$ cat src/rtl/exec_unit.sv
// exec_unit: 19-bit execute stage with a single-cycle ALU and, when EXEC_MUL_EN
// is defined, an iterative shift-add multiplier that stalls issue while it runs.
module exec_unit #(
  parameter int DATA_W     = 19,
  parameter int MUL_CYCLES = 19
) (
  input  logic              clk,
  input  logic              reset_n,
  // Handshake: an op is taken on a rising edge where issue_valid_i && issue_ready_o;
  // issue_ready_o depends only on state, never on issue_valid_i.
  input  logic              issue_valid_i,
  output logic              issue_ready_o,
  input  logic [3:0]        op_i,
  input  logic [DATA_W-1:0] rs1_data_i,
  input  logic [DATA_W-1:0] rs2_data_i,
  input  logic [2:0]        rd_addr_i,
  output logic [2:0]        rd_addr_o,
  output logic              wr_en_o,
  output logic [DATA_W-1:0] wr_data_o,
  output logic              zero_o,
  output logic              carry_o,
  output logic              illegal_o,
  output logic              dbg_state_o
);

  localparam logic [3:0] OP_ADD = 4'h0;
  localparam logic [3:0] OP_SUB = 4'h1;
  localparam logic [3:0] OP_AND = 4'h2;
  localparam logic [3:0] OP_OR  = 4'h3;
  localparam logic [3:0] OP_XOR = 4'h4;
  localparam logic [3:0] OP_NOT = 4'h5;
  localparam logic [3:0] OP_INC = 4'h6;
  localparam logic [3:0] OP_DEC = 4'h7;
  localparam logic [3:0] OP_SHL = 4'h8;
  localparam logic [3:0] OP_SHR = 4'h9;
`ifdef EXEC_MUL_EN
  localparam logic [3:0] OP_MUL = 4'hA;
`endif

  typedef enum logic {IDLE = 1'b0, MUL_RUN = 1'b1} state_t;

  logic              wr_en_q, wr_en_d;
  logic              illegal_q, illegal_d;
  logic [DATA_W-1:0] wr_data_q, wr_data_d;
  logic [2:0]        rd_addr_q, rd_addr_d;
  logic              zero_q, zero_d;
  logic              carry_q, carry_d;

  logic [DATA_W:0]   sum_w, diff_w, inc_w, dec_w, shl_w, shr_w;
  logic [4:0]        shamt;
  logic [DATA_W-1:0] alu_res;
  logic              alu_carry, alu_legal;

  // Shifts run one bit wider so the last bit shifted out lands in the spare bit.
  always_comb begin
    shamt     = rs2_data_i[4:0];
    sum_w     = {1'b0, rs1_data_i} + {1'b0, rs2_data_i};
    diff_w    = {1'b0, rs1_data_i} - {1'b0, rs2_data_i};
    inc_w     = {1'b0, rs1_data_i} + (DATA_W+1)'(1);
    dec_w     = {1'b0, rs1_data_i} - (DATA_W+1)'(1);
    shl_w     = {1'b0, rs1_data_i} << shamt;
    shr_w     = {rs1_data_i, 1'b0} >> shamt;
    alu_res   = '0;
    alu_carry = 1'b0;
    alu_legal = 1'b1;
    case (op_i)
      OP_ADD: begin alu_res = sum_w[DATA_W-1:0];  alu_carry = sum_w[DATA_W];  end
      OP_SUB: begin alu_res = diff_w[DATA_W-1:0]; alu_carry = diff_w[DATA_W]; end
      OP_AND: alu_res = rs1_data_i & rs2_data_i;
      OP_OR:  alu_res = rs1_data_i | rs2_data_i;
      OP_XOR: alu_res = rs1_data_i ^ rs2_data_i;
      OP_NOT: alu_res = ~rs1_data_i;
      OP_INC: begin alu_res = inc_w[DATA_W-1:0];  alu_carry = inc_w[DATA_W];  end
      OP_DEC: begin alu_res = dec_w[DATA_W-1:0];  alu_carry = dec_w[DATA_W];  end
      OP_SHL: begin alu_res = shl_w[DATA_W-1:0];  alu_carry = shl_w[DATA_W];  end
      OP_SHR: begin alu_res = shr_w[DATA_W:1];    alu_carry = shr_w[0];       end
      default: alu_legal = 1'b0;
    endcase
  end

`ifdef EXEC_MUL_EN
  state_t              state_q, state_d;
  logic [DATA_W-1:0]   mcand_q, mcand_d;
  logic [DATA_W-1:0]   mplier_q, mplier_d;
  logic [2*DATA_W-1:0] acc_q, acc_d;
  logic [4:0]          count_q, count_d;
  logic [2:0]          mul_rd_q, mul_rd_d;
  logic [2*DATA_W-1:0] mul_add;

  assign issue_ready_o = (state_q == IDLE);
  assign dbg_state_o   = state_q;
`else
  assign issue_ready_o = 1'b1;
  assign dbg_state_o   = IDLE;
`endif

  always_comb begin
    wr_en_d   = 1'b0;
    illegal_d = 1'b0;
    wr_data_d = wr_data_q;
    rd_addr_d = rd_addr_q;
    zero_d    = zero_q;
    carry_d   = carry_q;
`ifdef EXEC_MUL_EN
    state_d  = state_q;
    mcand_d  = mcand_q;
    mplier_d = mplier_q;
    acc_d    = acc_q;
    count_d  = count_q;
    mul_rd_d = mul_rd_q;
    mul_add  = '0;
    if (state_q == MUL_RUN) begin
      if (mplier_q[count_q]) mul_add = {{DATA_W{1'b0}}, mcand_q} << count_q;
      acc_d   = acc_q + mul_add;
      count_d = count_q + 5'd1;
      if (count_q == 5'(MUL_CYCLES-1)) begin
        state_d   = IDLE;
        count_d   = '0;
        wr_en_d   = (mul_rd_q != 3'd0);
        wr_data_d = acc_d[DATA_W-1:0];
        rd_addr_d = mul_rd_q;
        zero_d    = (acc_d[DATA_W-1:0] == '0);
        carry_d   = |acc_d[2*DATA_W-1:DATA_W];
      end
    end else if (issue_valid_i && op_i == OP_MUL) begin
      state_d  = MUL_RUN;
      mcand_d  = rs1_data_i;
      mplier_d = rs2_data_i;
      acc_d    = '0;
      count_d  = '0;
      mul_rd_d = rd_addr_i;
    end else
`endif
    if (issue_valid_i) begin
      if (alu_legal) begin
        wr_en_d   = (rd_addr_i != 3'd0);
        wr_data_d = alu_res;
        rd_addr_d = rd_addr_i;
        zero_d    = (alu_res == '0);
        carry_d   = alu_carry;
      end else begin
        illegal_d = 1'b1;
      end
    end
  end

  always_ff @(posedge clk or negedge reset_n) begin
    if (!reset_n) begin
      wr_en_q   <= 1'b0;
      illegal_q <= 1'b0;
      wr_data_q <= '0;
      rd_addr_q <= '0;
      zero_q    <= 1'b0;
      carry_q   <= 1'b0;
`ifdef EXEC_MUL_EN
      state_q   <= IDLE;
      mcand_q   <= '0;
      mplier_q  <= '0;
      acc_q     <= '0;
      count_q   <= '0;
      mul_rd_q  <= '0;
`endif
    end else begin
      wr_en_q   <= wr_en_d;
      illegal_q <= illegal_d;
      wr_data_q <= wr_data_d;
      rd_addr_q <= rd_addr_d;
      zero_q    <= zero_d;
      carry_q   <= carry_d;
`ifdef EXEC_MUL_EN
      state_q   <= state_d;
      mcand_q   <= mcand_d;
      mplier_q  <= mplier_d;
      acc_q     <= acc_d;
      count_q   <= count_d;
      mul_rd_q  <= mul_rd_d;
`endif
    end
  end

  assign wr_en_o   = wr_en_q;
  assign illegal_o = illegal_q;
  assign wr_data_o = wr_data_q;
  assign rd_addr_o = rd_addr_q;
  assign zero_o    = zero_q;
  assign carry_o   = carry_q;

endmodule

$ cat config.mk
export PLATFORM = sky130hd
export DESIGN_NAME = exec_unit
export DESIGN_NICKNAME = d
export VERILOG_FILES = /design/src/rtl/exec_unit.sv
export SDC_FILE = /design/constraint.sdc
export NUM_CORES = 1
export LEC_CHECK = 0
export ABC_CLOCK_PERIOD_IN_PS = 990
export CAP_MARGIN = 5
export CORE_MARGIN = 8
export CORE_UTILIZATION = 40
export DETAILED_ROUTE_END_ITERATION = 16
export SYNTH_ARGS = -nofsm -noshare
export SYNTH_HDL_FRONTEND = slang
export SYNTH_SLANG_ARGS = --single-unit
$ cat constraint.sdc
create_clock -name clk -period 0.99 [get_ports clk]
set_input_delay 0.198 -clock clk [delete_from_list [all_inputs] [get_ports clk]]
set_output_delay 0.198 -clock clk [all_outputs]
set_load 0.02 [all_outputs]
==> flow_summary_export.csv, run 1 <==
group,metric,value,unit
place,place_inst,1592,
worst_setup_path,cp_max_fo,9,
sta,post-route-period-util,314.6,%
place,place_area,11470,µm²
detailed_routing,drc,0,
clocking,path_clk_slew,0.06,ns
clocking,cts.path.max_buffers,2,
detailed_routing,vias,10670,
sta,worst_slack,-2.125,ns
grt,grt_pass1_wl,62.47,mm
clocking,cts_buffers,3,
synth,netlist.area_leader.share,10.45,%
layout,syn_to_final_growth,85.35,%
sta,setup_viol,32,
clocking,cts_tree,"built",
detailed_routing,antenna_left,0,
detailed_routing,drt-pass1-iter-count,6,
synth,synthArstFlopShare,100.0,%
synth,synthMostInstantiatedCell,"nand2_1",
worst_setup_path,required,1.15,ns
die,die_area,23500,µm²
synth,synth_nets,1104,
sta,max_freq,321.0,MHz
die,row_count,50,
synth,synth_area_leader_cell,"ha_1",
worst_setup_path,slowest_stage,"or4_4",
clocking,cts-root-buf,"clkbuf_16",
layout,drive_gt1_share,57.02,%
sta,worstMarginPinSlew,0.7841,ns
synth,yosys_warnings,0,
worst_setup_path,crit_top_cell,"buf_4",
layout,nNetsFinal,1575,
clocking,htreeDepth,1,
sta,hold_violations,0,
synth,synth_seq_cells,26,
clocking,clk_latency,0.25,ns
worst_setup_path,cp_cell_sequence,"buf_2 -> buf_6 -> buf_4 -> buf_4 -> mux4_2 -> mux2i_1 -> buf_4 -> nand2_1 -> nand3_1 -> nand4_1 -> a311oi_2 -> nand4_1 -> or4_4 -> o41ai_2",
die,pin_count,76,
detailed_routing,drtIter0Drc,1310,
synth,synthTopCellsByCount,"nand2_1, nor2_1, ha_1",
synth,yosys_most_used_dff,"dfrtp_1",
layout,final_cell_area,13980,µm²
clocking,cts.sinks,26,
grt,grt-ovfl-total,0,
worst_setup_path,crit_path_end_kind,"flop",
place,hpwl,32.02,mm
grt,grt_max_degree,27,
worst_setup_path,max_stage_delay,0.55,ns
worst_setup_path,ff2ff_path_depth,4,
synth,synth_area_leaders,"ha_1, dfrtp_1, mux4_2, mux2i_1, o21ai_0",
worst_setup_path,startpoint_type,"input pin",
synth,yosysUniqueCellTypes,92,
status,status,"complete, but fails checks",
detailed_routing,wl_per_cell,24.51,µm
worst_setup_path,r2r_start,"carry_o",
synth,synth_edf_count,0,
place,portBuffers,73,
run,cap_violations,0,
grt,grt_antenna_before_repair,0,
sta,clock_skew,0,ns
sta,slew_violations,0,
worst_setup_path,path_class,"input pin to flop",
worst_setup_path,r2r_slack,-0.06,ns
synth,postSynthCellCount,991,
layout,n_antenna_cell,0,
status,violations,"setup timing",
die,die_w,153.3,µm
synth,ys_seq_area_share,8.628,%
power_and_ir_drop,power.leakage,0.006087,µW
layout,n_fill_cell,1384,
place,place.gp.congestion,1.051,
sta,finalSetupTns,-32.94,ns
grt,gr-usage-all-layers,34.01,%
layout,layoutNonFillerInstCount,1695,
sta,rsz0062_at_grt,"yes",
sta,slew-limit-headroom,47.32,%
min_path,min_path_type,"input pin to async pin",
grt,grt_pass1_vias,10390,
power_and_ir_drop,p_per_area,732.8,nW/µm²
layout,postLayoutCoreUtil,75.23,%
die,die_h,153.3,µm
sta,period_needed,3.115,ns
die,coreArea,18580,µm²
layout,seq_area,650.6,µm²
detailed_routing,via_per_inst,6.293,
die,start_util,40.59,%
synth,avgSynthCellArea,7.609,µm²
worst_setup_path,worstPathArrival,3.27,ns
synth,syn_area,7541,µm²
worst_setup_path,r2r_end,"carry_o",
detailed_routing,routed_wl,41.54,mm
power_and_ir_drop,ir_drop,0.8149,mV
layout,multi_input_area,7756,µm²
area by class of cell:
type	count	area share, %
inverters	54	1.808
well taps	234	2.095
flip-flops and latches	26	4.655
multi-input cells	817	55.49
clock buffers	4	0.6356
repair buffers	560	35.31
worst max path at each step:
stage | cells past startpoint | start | end
6_report | 14 | rs1_data_i[5] | zero_o
5_1_grt | 14 | rs2_data_i[0] | zero_o
4_1_cts | 14 | rs2_data_i[0] | zero_o
3_5_place_dp | 15 | rs1_data_i[0] | zero_o
3_3_place_gp | 15 | rs1_data_i[0] | zero_o
2_1_floorplan | 14 | rs2_data_i[1] | zero_o
worst max-delay path, delay by kind of cell:
| kind | cells | cell delay, ns |
|---|---|---|
| buf+inv | 5 | 0.76 |
| mux | 2 | 0.66 |
| compound gates | 2 | 0.52 |
| simple gates | 5 | 1.13 |
cell families after synthesis:
| family | share of synthesized area, % |
|---|---|
| compound gates | 26.12 |
| buf+inv | 8.313 |
| fa+ha+maj | 10.98 |
| flops | 8.628 |
| simple gates | 25.07 |
| other cells | 0.09959 |
| mux | 17.65 |
| xor+xnor | 3.136 |
layer usage:
metal	track usage (%)	share of wire, %
met3	5.864	10
met4	12.21	4.0
met2	53.59	45
met5	0	0
met1	45.76	41
report_power, final:
part / internal (µW) / switching (µW) / leakage [µW]
registers: 1250 / 148 / 0.000325
clock network: 617 / 333 / 0.0000442
logic: 4040 / 3850 / 0.00572
registers in the layout, indices dropped and copies added (netlist names):
name / flops
wr_data_o: 19
rd_addr_o: 3
carry_o: 1
illegal_o: 1
wr_en_o: 1
zero_o: 1
through the flow:
stage	total power (µW)	hold WS, ns	worst slack (ns)
after floorplan	4427	-0.09759	-2.063
after global placement	7486	0.4612	-2.915
after detailed placement	7529	0.4695	-2.916
after CTS	9624	0.2958	-2.175
after global routing	10710	0.3121	-2.202
final	10240	0.2894	-2.125
repair_timing:
item / CTS / global route
pin swaps: 98 / 67
buffers inserted: 86 / 35
endpoints found under the setup margin: 52 / 50
gates resized for setup: 527 / 113
cloned: 5 / 0
hold endpoints to repair: 0 / 0
hold buffers: 0 / 0
layout by cell type (no fill, tap or decap), types with 14 or more instances in the layout:
cell type | synthesis | routed
o21ai_0 | 57 | 33
mux2_4 | 3 | 14
buf_2 | 20 | 14
nor2b_1 | 22 | 16
a21oi_1 | 43 | 30
nor3_1 | 38 | 31
mux4_2 | 28 | 30
ha_1 | 63 | 36
inv_2 | 1 | 20
nor2_1 | 73 | 62
buf_4 | 4 | 400
buf_12 | 0 | 21
inv_1 | 51 | 26
ha_4 | 0 | 22
buf_6 | 4 | 89
nand3_1 | 27 | 22
mux2i_1 | 31 | 22
dfrtp_1 | 26 | 26
xnor2_1 | 26 | 25
nand2_1 | 76 | 72
o211ai_1 | 15 | 15
Power figures use the tool's default switching activity.
==> inputs of run 2 (changes only) <==
Settings changed: ABC_AREA from default to 1.
==> run 2 against run 1 <==
The flow still finishes with violations (setup timing). Register-to-register slack improved by 0.10 ns. Critical path depth up 7. Sequential cell count unchanged. Sequential share of layout area down 0.41 points. Critical path type unchanged.
==> flow_summary_export.csv, run 2 <==
group,metric,value,unit
status,status,"complete, but fails checks",
status,violations,"setup timing",
worst_setup_path,required,1.19,ns
worst_setup_path,worstPathArrival,2.31,ns
run,cap_violations,0,
sta,finalSetupTns,-18.04,ns
synth,avgSynthCellArea,5.098,µm²
place,place.gp.congestion,1.033,
power_and_ir_drop,p_clk_share,10.5,%
worst_setup_path,startpoint_type,"input pin",
sta,max_freq,474.3,MHz
grt,gr-usage-all-layers,36.19,%
worst_setup_path,slowest_stage,"ha_2",
sta,period_needed,2.108,ns
synth,yosys_warnings,0,
clocking,cts-root-buf,"clkbuf_16",
synth,synthArstFlopShare,100.0,%
die,row_count,50,
layout,layout.cells.most_common_list,"buf_4, nand2_1, nand3_1",
clocking,path_clk_slew,0.07,ns
sta,slew_violations,0,
grt,grt_pass1_vias,12240,
die,start_util,40.58,%
synth,yosysUniqueCellTypes,35,
clocking,cts.sinks,26,
detailed_routing,drtIter0Drc,1242,
sta,setup_viol,41,
synth,syn_area,7565,µm²
power_and_ir_drop,power.leakage,0.007616,µW
worst_setup_path,ff2ff_path_depth,4,
place,place_area,11350,µm²
synth,synth_area_leader_cell,"nand2_1",
layout,syn_to_final_growth,102.7,%
detailed_routing,antenna_left,0,
grt,grt_antenna_before_repair,1,
place,portBuffers,73,
die,die_area,23570,µm²
synth,synth_seq_cells,26,
sta,post-route-period-util,212.9,%
synth,netlist.area_leader.share,24.02,%
power_and_ir_drop,switching_share,47.18,%
synth,synth_nets,1597,
layout,final_cell_area,15330,µm²
grt,grt-ovfl-total,0,
place,hpwl,31.96,mm
worst_setup_path,crit_cells,21,
worst_setup_path,r2r_slack,0.04,ns
detailed_routing,drc,0,
worst_setup_path,crit_top_cell,"nand2_1",
worst_setup_path,max_stage_delay,0.22,ns
power_and_ir_drop,p_per_area,731.8,nW/µm²
layout,nNetsFinal,2096,
die,die_w,153.5,µm
layout,largest_reg_flops,19,
detailed_routing,routed_wl,49.71,mm
min_path,min_path_type,"input pin to async pin",
die,pin_count,76,
worst_setup_path,path_buf_inv,6,
layout,final_common_cell,"buf_4",
power_and_ir_drop,seqPwrFrac,11.9,%
synth,ys_seq_area_share,8.601,%
layout,drive_gt1_share,54.64,%
power_and_ir_drop,power_switching,5294,µW
detailed_routing,wl_per_cell,22.42,µm
worst_setup_path,cp_cell_sequence,"buf_12 -> inv_8 -> buf_12 -> ha_2 -> inv_1 -> nand2_1 -> nand2_2 -> buf_4 -> nand2_1 -> nand2_1 -> nand2_1 -> nand2_2 -> nand3_1 -> nand2_1 -> nand3_1 -> nand2_1 -> inv_2 -> nand2_1 -> nor2_1 -> nand3_1 -> nand2_1",
worst_setup_path,cp_top_family,"simple AND/OR/NAND/NOR gates",
sta,worst_slack,-1.118,ns
die,die_h,153.5,µm
clocking,clk_latency,0.26,ns
worst_setup_path,cp_max_fo,11,
clocking,cts_buffers,3,
synth,synth_area_leaders,"nand2_1, nand3_1, ha_1, dfrtp_1, nor2_1",
detailed_routing,vias,13300,
sta,hold_ws,0.2864,ns
sta,rsz0062_at_grt,"yes",
synth,synthMostInstantiatedCell,"nand2_1",
clocking,cts_tree,"built",
synth,postSynthCellCount,1484,
clocking,htreeDepth,1,
synth,synthTopCellsByCount,"nand2_1, nand3_1, nor2_1",
power_and_ir_drop,p_comb_share,77.5,%
sta,clock_skew,0,ns
synth,yosys_most_used_dff,"dfrtp_1",
layout,postLayoutCoreUtil,82.26,%
worst_setup_path,crit_path_end_kind,"flop",
detailed_routing,via_per_inst,6.000,
worst_setup_path,path_class,"input pin to flop",
die,coreArea,18640,µm²
power_and_ir_drop,ir_drop,0.6737,mV
sta,hold_violations,0,
synth,synth_edf_count,0,
clocking,cts.path.max_buffers,2,
grt,grt_max_degree,38,
power_and_ir_drop,p_int,5928,µW
detailed_routing,drt-pass1-iter-count,6,
grt,grt_pass1_wl,68.35,mm
[run 2: cell types whose count changed after synthesis, sizes merged, moves of 18 or more]
cell / previous run / this run
nand2: 76 / 488
nand3: 27 / 259
inv: 52 / 171
nor2: 73 / 177
clkbuf: 58 / 14
mux2i: 32 / 0
mux4: 30 / 0
mux2: 27 / 0
xnor2: 26 / 1
a21oi: 43 / 66
a211oi: 22 / 0
nor2b: 22 / 0
nor3: 38 / 17
nor4: 19 / 1
[run 2: cells by family after synthesis]
kind of cell,Yosys count,share of synthesized area (%)
adders and majority gates,65,10.95
xor gates and xnor gates,2,0.2316
AOI/OAI and AO/OA,180,12.90
buffers and inverters,236,12.79
and+or+nand+nor,973,54.43
DFF,26,8.601
other,2,0.09928
[run 2: layer usage]
layer | GRT usage [%] | part of all wire (%) | up-vias
met3 | 6.250 | 12 | 357
met5 | 0 | 0 | -
met1 | 44.59 | 36 | 6064
met4 | 17.08 | 8.0 | 0
li1 | - | - | 5835
met2 | 60.36 | 45 | 1045
[run 2: power by group through the flow]
stage / logic, µW / clock network (µW) / registers [µW]
2_1_floorplan: 2570 / 0 / 1500
3_3_place_gp: 5630 / 0 / 1310
3_5_place_dp: 5660 / 0 / 1310
4_1_cts: 7430 / 1180 / 1320
5_1_grt: 9080 / 1230 / 1350
6_report: 8700 / 1180 / 1340
[run 2: repair_timing]
action	CTS	global route
resized for setup	912	264
hold endpoints to repair	0	0
setup endpoints to repair	52	50
pin swaps	209	156
setup buffers	90	39
gates cloned	7	1
hold buffers	0	0
[run 2: path summary, 6_finish.rpt]
kind,startpoint,to
max in group asynchronous,reset_n,carry_o
worst min-delay path,reset_n,wr_data_o[5]
worst max register to register,wr_data_o[12],wr_data_o[12]
min in group clk,issue_valid_i,carry_o
worst min register to register,wr_data_o[13],wr_data_o[13]
worst max-delay path,rs2_data_i[3],zero_o
[run 2: worst register-to-register path, stage by stage, from the launching register on]
cell and delay, ns:
dfrtp_1 0.40, buf_4 0.15, buf_4 0.13, nand2_1 0.10, o21ai_2 0.06
[run 2: cell type report]
class | count | area [µm²]
fill | 1205 | 3308
antenna | 1 | 2.502
clock inverter | 1 | 30.03
tap | 234 | 292.8
multi-input combinational | 1222 | 8337
timing repair inverter | 1 | 8.758
sequential | 26 | 650.6
timing repair buffer | 558 | 5151
inverter | 171 | 787.0
clock buffer | 3 | 75.07
[run 2: stage by stage]
step	setup WS [ns]	cells	power (µW)
3_5_place_dp	-1.957	2097	6970
4_1_cts	-0.9638	2189	9926
3_3_place_gp	-1.921	2097	6940
5_1_grt	-1.276	2216	11660
6_report	-1.118	2217	11220
2_1_floorplan	-1.126	1484	4076
